**config.mk**
```make
export PLATFORM = sky130hd
export DESIGN_NAME = fetch_unit
export DESIGN_NICKNAME = d
export VERILOG_FILES = /design/src/rtl/cpu_pkg.sv /design/src/rtl/fetch_perf_counter.sv /design/src/rtl/fetch_unit.sv
export SDC_FILE = /design/constraint.sdc
export NUM_CORES = 1
export LEC_CHECK = 0
export CAP_MARGIN = 10
export CORE_MARGIN = 10
export CORE_UTILIZATION = 45
export CTS_CLUSTER_SIZE = 40
export DETAILED_ROUTE_END_ITERATION = 7
export HOLD_SLACK_MARGIN = 0.12
export PLACE_DENSITY_LB_ADDON = 0.3
export RECOVER_POWER = 50
export SYNTH_ARGS = -nofsm -noshare
export SYNTH_HDL_FRONTEND = slang
export SYNTH_SLANG_ARGS = --single-unit
```
**constraint.sdc**
```tcl
create_clock -name clk -period 3.8 [get_ports clk]
set_input_delay 0.38 -clock clk [delete_from_list [all_inputs] [get_ports clk]]
set_output_delay 0.38 -clock clk [all_outputs]
set_load 0.02 [all_outputs]
```
**src/rtl/cpu_pkg.sv**
```systemverilog
// rtl/cpu_pkg.sv - shared CPU datapath constants, opcodes and fetch FSM state type
package cpu_pkg;

    localparam int          XLEN     = 32;
    localparam logic [31:0] NOP_INST = 32'h0;

    localparam logic [3:0] OP_NOP  = 4'b0000;
    localparam logic [3:0] OP_ADD  = 4'b0100;
    localparam logic [3:0] OP_INC  = 4'b0101;
    localparam logic [3:0] OP_SUB  = 4'b0111;
    localparam logic [3:0] OP_BRN  = 4'b1011;
    localparam logic [3:0] OP_LD   = 4'b1110;
    localparam logic [3:0] OP_SVPC = 4'b1111;

    typedef enum logic [1:0] {
        S_START  = 2'd0,
        S_RUN    = 2'd1,
        S_SQUASH = 2'd2
    } fetch_state_t;

endpackage

```
**src/rtl/fetch_perf_counter.sv**
```systemverilog
// rtl/fetch_perf_counter.sv - one saturating 32-bit event counter
module fetch_perf_counter (
    input  logic        clk,
    input  logic        rst,
    input  logic        inc,
    output logic [31:0] cnt
);

    logic [31:0] cnt_q;
    logic [31:0] cnt_d;

    always_comb begin
        cnt_d = cnt_q;
        if (inc && (cnt_q != 32'hFFFF_FFFF)) begin
            cnt_d = cnt_q + 32'd1;
        end
    end

    always_ff @(posedge clk or posedge rst) begin
        if (rst) begin
            cnt_q <= 32'd0;
        end else begin
            cnt_q <= cnt_d;
        end
    end

    assign cnt = cnt_q;

endmodule

```
**src/rtl/fetch_unit.sv**
```systemverilog
// rtl/fetch_unit.sv - PC owner and IF/ID register with stall, redirect and squash
// Optional FETCH_PERF_CNT_EN adds fetch_cnt/bubble_cnt performance counters.
module fetch_unit
    import cpu_pkg::*;
#(
    parameter logic [31:0] RESET_PC      = 32'd0,
    parameter int          IMEM_DEPTH    = 256,
    parameter int          SQUASH_CYCLES = 0
) (
    input  logic        clk,
    input  logic        rst,
    output logic [31:0] imem_addr,
    input  logic [31:0] imem_inst,
    input  logic        stall,
    input  logic        redirect_valid,
    input  logic [31:0] redirect_pc,
    output logic [31:0] if_inst,
    output logic [31:0] if_pc,
`ifdef FETCH_PERF_CNT_EN
    output logic [31:0] fetch_cnt,
    output logic [31:0] bubble_cnt,
`endif
    output logic        if_valid
);

    localparam logic [31:0] DEPTH   = 32'(IMEM_DEPTH);
    localparam logic [1:0]  SQ_LOAD = 2'(SQUASH_CYCLES);

    fetch_state_t state_q, state_d;
    logic [31:0]  pc_q, pc_d;
    logic [31:0]  inst_q, inst_d;
    logic [31:0]  ifpc_q, ifpc_d;
    logic         valid_q, valid_d;
    logic [1:0]   sq_cnt_q, sq_cnt_d;
    logic [31:0]  pc_inc;

    assign pc_inc = (pc_q == DEPTH - 32'd1) ? 32'd0 : pc_q + 32'd1;

    always_comb begin
        state_d  = state_q;
        pc_d     = pc_q;
        inst_d   = inst_q;
        ifpc_d   = ifpc_q;
        valid_d  = valid_q;
        sq_cnt_d = sq_cnt_q;
        // A redirect beats a stall: the wrong-path slot must be killed regardless.
        if (redirect_valid) begin
            pc_d     = redirect_pc % DEPTH;
            inst_d   = NOP_INST;
            ifpc_d   = pc_q;
            valid_d  = 1'b0;
            sq_cnt_d = SQ_LOAD;
            state_d  = (SQUASH_CYCLES > 0) ? S_SQUASH : S_RUN;
        end else if (!stall) begin
            case (state_q)
                S_START: begin
                    state_d = S_RUN;
                end
                S_RUN: begin
                    inst_d  = imem_inst;
                    ifpc_d  = pc_q;
                    valid_d = 1'b1;
                    pc_d    = pc_inc;
                end
                S_SQUASH: begin
                    inst_d   = NOP_INST;
                    ifpc_d   = pc_q;
                    valid_d  = 1'b0;
                    pc_d     = pc_inc;
                    sq_cnt_d = sq_cnt_q - 2'd1;
                    if (sq_cnt_q == 2'd1) begin
                        state_d = S_RUN;
                    end
                end
                default: begin
                    state_d = S_START;
                end
            endcase
        end
    end

    always_ff @(posedge clk or posedge rst) begin
        if (rst) begin
            state_q  <= S_START;
            pc_q     <= RESET_PC % DEPTH;
            inst_q   <= NOP_INST;
            ifpc_q   <= 32'd0;
            valid_q  <= 1'b0;
            sq_cnt_q <= 2'd0;
        end else begin
            state_q  <= state_d;
            pc_q     <= pc_d;
            inst_q   <= inst_d;
            ifpc_q   <= ifpc_d;
            valid_q  <= valid_d;
            sq_cnt_q <= sq_cnt_d;
        end
    end

    assign imem_addr = pc_q;
    assign if_inst   = inst_q;
    assign if_pc     = ifpc_q;
    assign if_valid  = valid_q;

`ifdef FETCH_PERF_CNT_EN
    logic fetch_ev;
    logic bubble_ev;

    assign fetch_ev  = !redirect_valid && !stall && (state_q == S_RUN);
    assign bubble_ev = redirect_valid || (!stall && (state_q != S_RUN));

    fetch_perf_counter u_fetch_cnt (
        .clk (clk),
        .rst (rst),
        .inc (fetch_ev),
        .cnt (fetch_cnt)
    );

    fetch_perf_counter u_bubble_cnt (
        .clk (clk),
        .rst (rst),
        .inc (bubble_ev),
        .cnt (bubble_cnt)
    );
`endif

endmodule

```
==> impl_metrics.json <==
{
  "min-delay-path-class": "primary input to flip-flop",
  "clk_pin_slew_worst_paths_ns": 0.09,
  "synth_edf_count": 0,
  "routabilityCongestion": 0.820,
  "numClockSinks": 98,
  "synth_area_sq_um": 4450,
  "async_reset_ff_frac": 1.00,
  "ctsResizeCount": 0,
  "drc": 0,
  "hpwl_um": 9200,
  "cts_tree": "done",
  "crit_chain": "clkbuf_1, clkbuf_1, nor4_1, a21oi_1, o21ai_0",
  "ys.flop_type": "dfrtp_1",
  "total_power_uw": 2100,
  "ys_seq_area_frac": 0.551,
  "cts_made_buffers": 9,
  "ys_types": 44,
  "setup_viol_count_final": 0,
  "start_kind": "primary input",
  "synth_cells": 508,
  "crit_top_cell": "clkbuf_1",
  "fp.coreArea_sq_um": 9680,
  "grt_max_degree": 55,
  "tns_ns": 0,
  "die_area_sq_um": 14300,
  "postCtsHoldBufs": 0,
  "finClkSkew_ns": 0.0112,
  "worst_slew_margin_rel": -0.604,
  "holdWs_ns": 0.408,
  "final_common_cell": "nand2_1",
  "fin_nets": 701,
  "post_synth.cell_area_avg_sq_um": 8.76,
  "yosys_warnings": 0,
  "io_pins": 165,
  "ir_worst_vdd_mv": 0.203,
  "final_cell_count_no_fill": 770,
  "min_from": "redirect_valid",
  "dp_cells": 754,
  "syn_nets": 577,
  "power.density_nw_per_um2": 343,
  "overflow": 0,
  "violations": "capacitance limit, slew limit",
  "cts_setup_buffers": 0,
  "endpoint_kind": "flip-flop",
  "reg2reg_from": "imem_addr[25]",
  "first_iter_violations": 284,
  "clock_latency_ns": 0.37,
  "n_fill_cell": 800,
  "row_count": 36,
  "dieWidth_um": 119,
  "finalMaxSlewViolations": 110,
  "path_max_fanout": 54,
  "n_antenna_cell": 0,
  "tightest_slew_ns": 2.39,
  "final_cell_mix": "nand2_1 (169), dfrtp_1 (98), clkdlybuf4s50_1 (94)",
  "via_count": 4099,
  "period_share": 0.685,
  "grt_pass1_vias": 4087,
  "vias_per_cell": 5.32,
  "start_util": 0.459,
  "grt_pass1_wl_um": 20800,
  "hold_path_depth": 2,
  "placed_area_sq_um": 5940,
  "rr_worst_depth": 6,
  "antenna_found_initial": 0,
  "critical_path_arrival_ns": 2.84,
  "cts-root-buf": "clkbuf_8",
  "hold_viol": 0,
  "cap_violations": 2,
  "clock.fmax_ghz": 0.384,
  "drive_above_1_share": 0.0549,
  "die_y_um": 119,
  "synth-seq-cells": 98,
  "crit_type": "primary input to flip-flop",
  "leakagePower_uw": 0.00276,
  "crit_path_top_delay_cell": "clkbuf_1",
  "critPathLaunch": "redirect_valid",
  "required_ns": 4.04,
  "status": "finished, violations left",
  "clockBufferDepth": 2,
  "drtAntennaViolNets": 0,
  "syn_to_final_growth_pct": 38.1,
  "place.port_buffers": 140,
  "crit_path_max_incr_delay_ns": 1.63,
  "drt_wl_total_um": 12700,
  "fin_crit_ns": 2.60,
  "wl_per_cell_um": 16.5,
  "postLayoutCellArea_sq_um": 6140,
  "track_usage": 0.177,
  "rsz0062_at_grt": "no",
  "first_pass_iters": 5,
  "htree_levels": 3
}
==> path summary, 6_finish.rpt <==
| check | endpoint | slack [ns] |
|---|---|---|
| setup reg to reg | imem_addr[25] | 1.48 |
| setup / recovery | imem_addr[5] | 1.20 |
| min in group asynchronous | if_inst[10] | 1.12 |
| max in group asynchronous | if_inst[9] | 1.49 |
| hold reg to reg | if_pc[3] | 0.47 |
| hold / removal | imem_addr[28] | 0.41 |
==> cell families after synthesis <==
| family | Yosys count | synth area share |
|---|---|---|
| DFF | 98 | 0.551 |
| and+or+nand+nor | 258 | 0.258 |
| AOI/OAI and AO/OA | 100 | 0.131 |
| muxes | 2 | 0.00450 |
| buffers and inverters | 43 | 0.0411 |
| adders and majority gates | 1 | 0.00281 |
| xor gates and xnor gates | 6 | 0.0118 |
==> power by group <==
group / switching (uW) / internal [uW]
logic: 167 / 129
registers: 32.3 / 1080
clock network: 357 / 340
total: 557 / 1550
==> critical path: cells and delay by family <==
kind	cells	cell delay, ns
buffers and inverters	2	1.99
AOI/OAI and AO/OA	2	0.33
and+or+nand+nor	1	0.13
==> per-stage QoR <==
stage,utilization,setup WS (ns)
after floorplan,-,0.858
after global placement,0.614,1.39
after detailed placement,0.614,1.38
after CTS,0.635,1.49
after global routing,0.634,0.884
final,0.634,1.20
==> state kept, by name, summed over array words and instances (netlist names) <==
register,cells
imem_addr,32
if_pc,32
if_valid,1
state_q,1
if_inst,32
==> synth_stat cells (3+ instances only) <==
cell type / count / area (sq um)
clkbuf_2: 3 / 15.0
nand4_1: 13 / 81.3
nor4_1: 8 / 50.1
a21o_1: 3 / 22.5
o21bai_1: 3 / 22.5
buf_2: 8 / 40.0
a21oi_1: 55 / 275
inv_1: 7 / 26.3
nand2b_1: 7 / 43.8
and3_1: 4 / 25.0
dfrtp_1: 98 / 2450
nand3_1: 15 / 75.1
buf_1: 6 / 22.5
nor3_1: 9 / 45.0
o21ai_0: 17 / 85.1
nor2_1: 19 / 71.3
a31oi_1: 11 / 68.8
xnor2_1: 4 / 35.0
nand2_1: 169 / 634
clkbuf_1: 18 / 67.6
or2_2: 3 / 18.8
==> layer usage <==
layer | global-route usage | wire length, um | vias up
li1 | - | - | 1965
met1 | 0.200 | 4900 | 1961
met2 | 0.289 | 6120 | 153
met3 | 0.0808 | 1440 | 20
met4 | 0.0664 | 252 | 0
met5 | 0 | 0 | -
==> area by class of cell <==
cell class | instances | area (sq um) | area share
clock buffers | 12 | 155 | 0.0253
multi-input cells | 367 | 1830 | 0.298
clock inverters | 4 | 50.0 | 0.00815
repair buffers | 149 | 1460 | 0.238
flip-flops and latches | 98 | 2450 | 0.399
well taps | 133 | 166 | 0.0271
inverters | 7 | 27.5 | 0.00448
(Power assumes the default switching activity.)
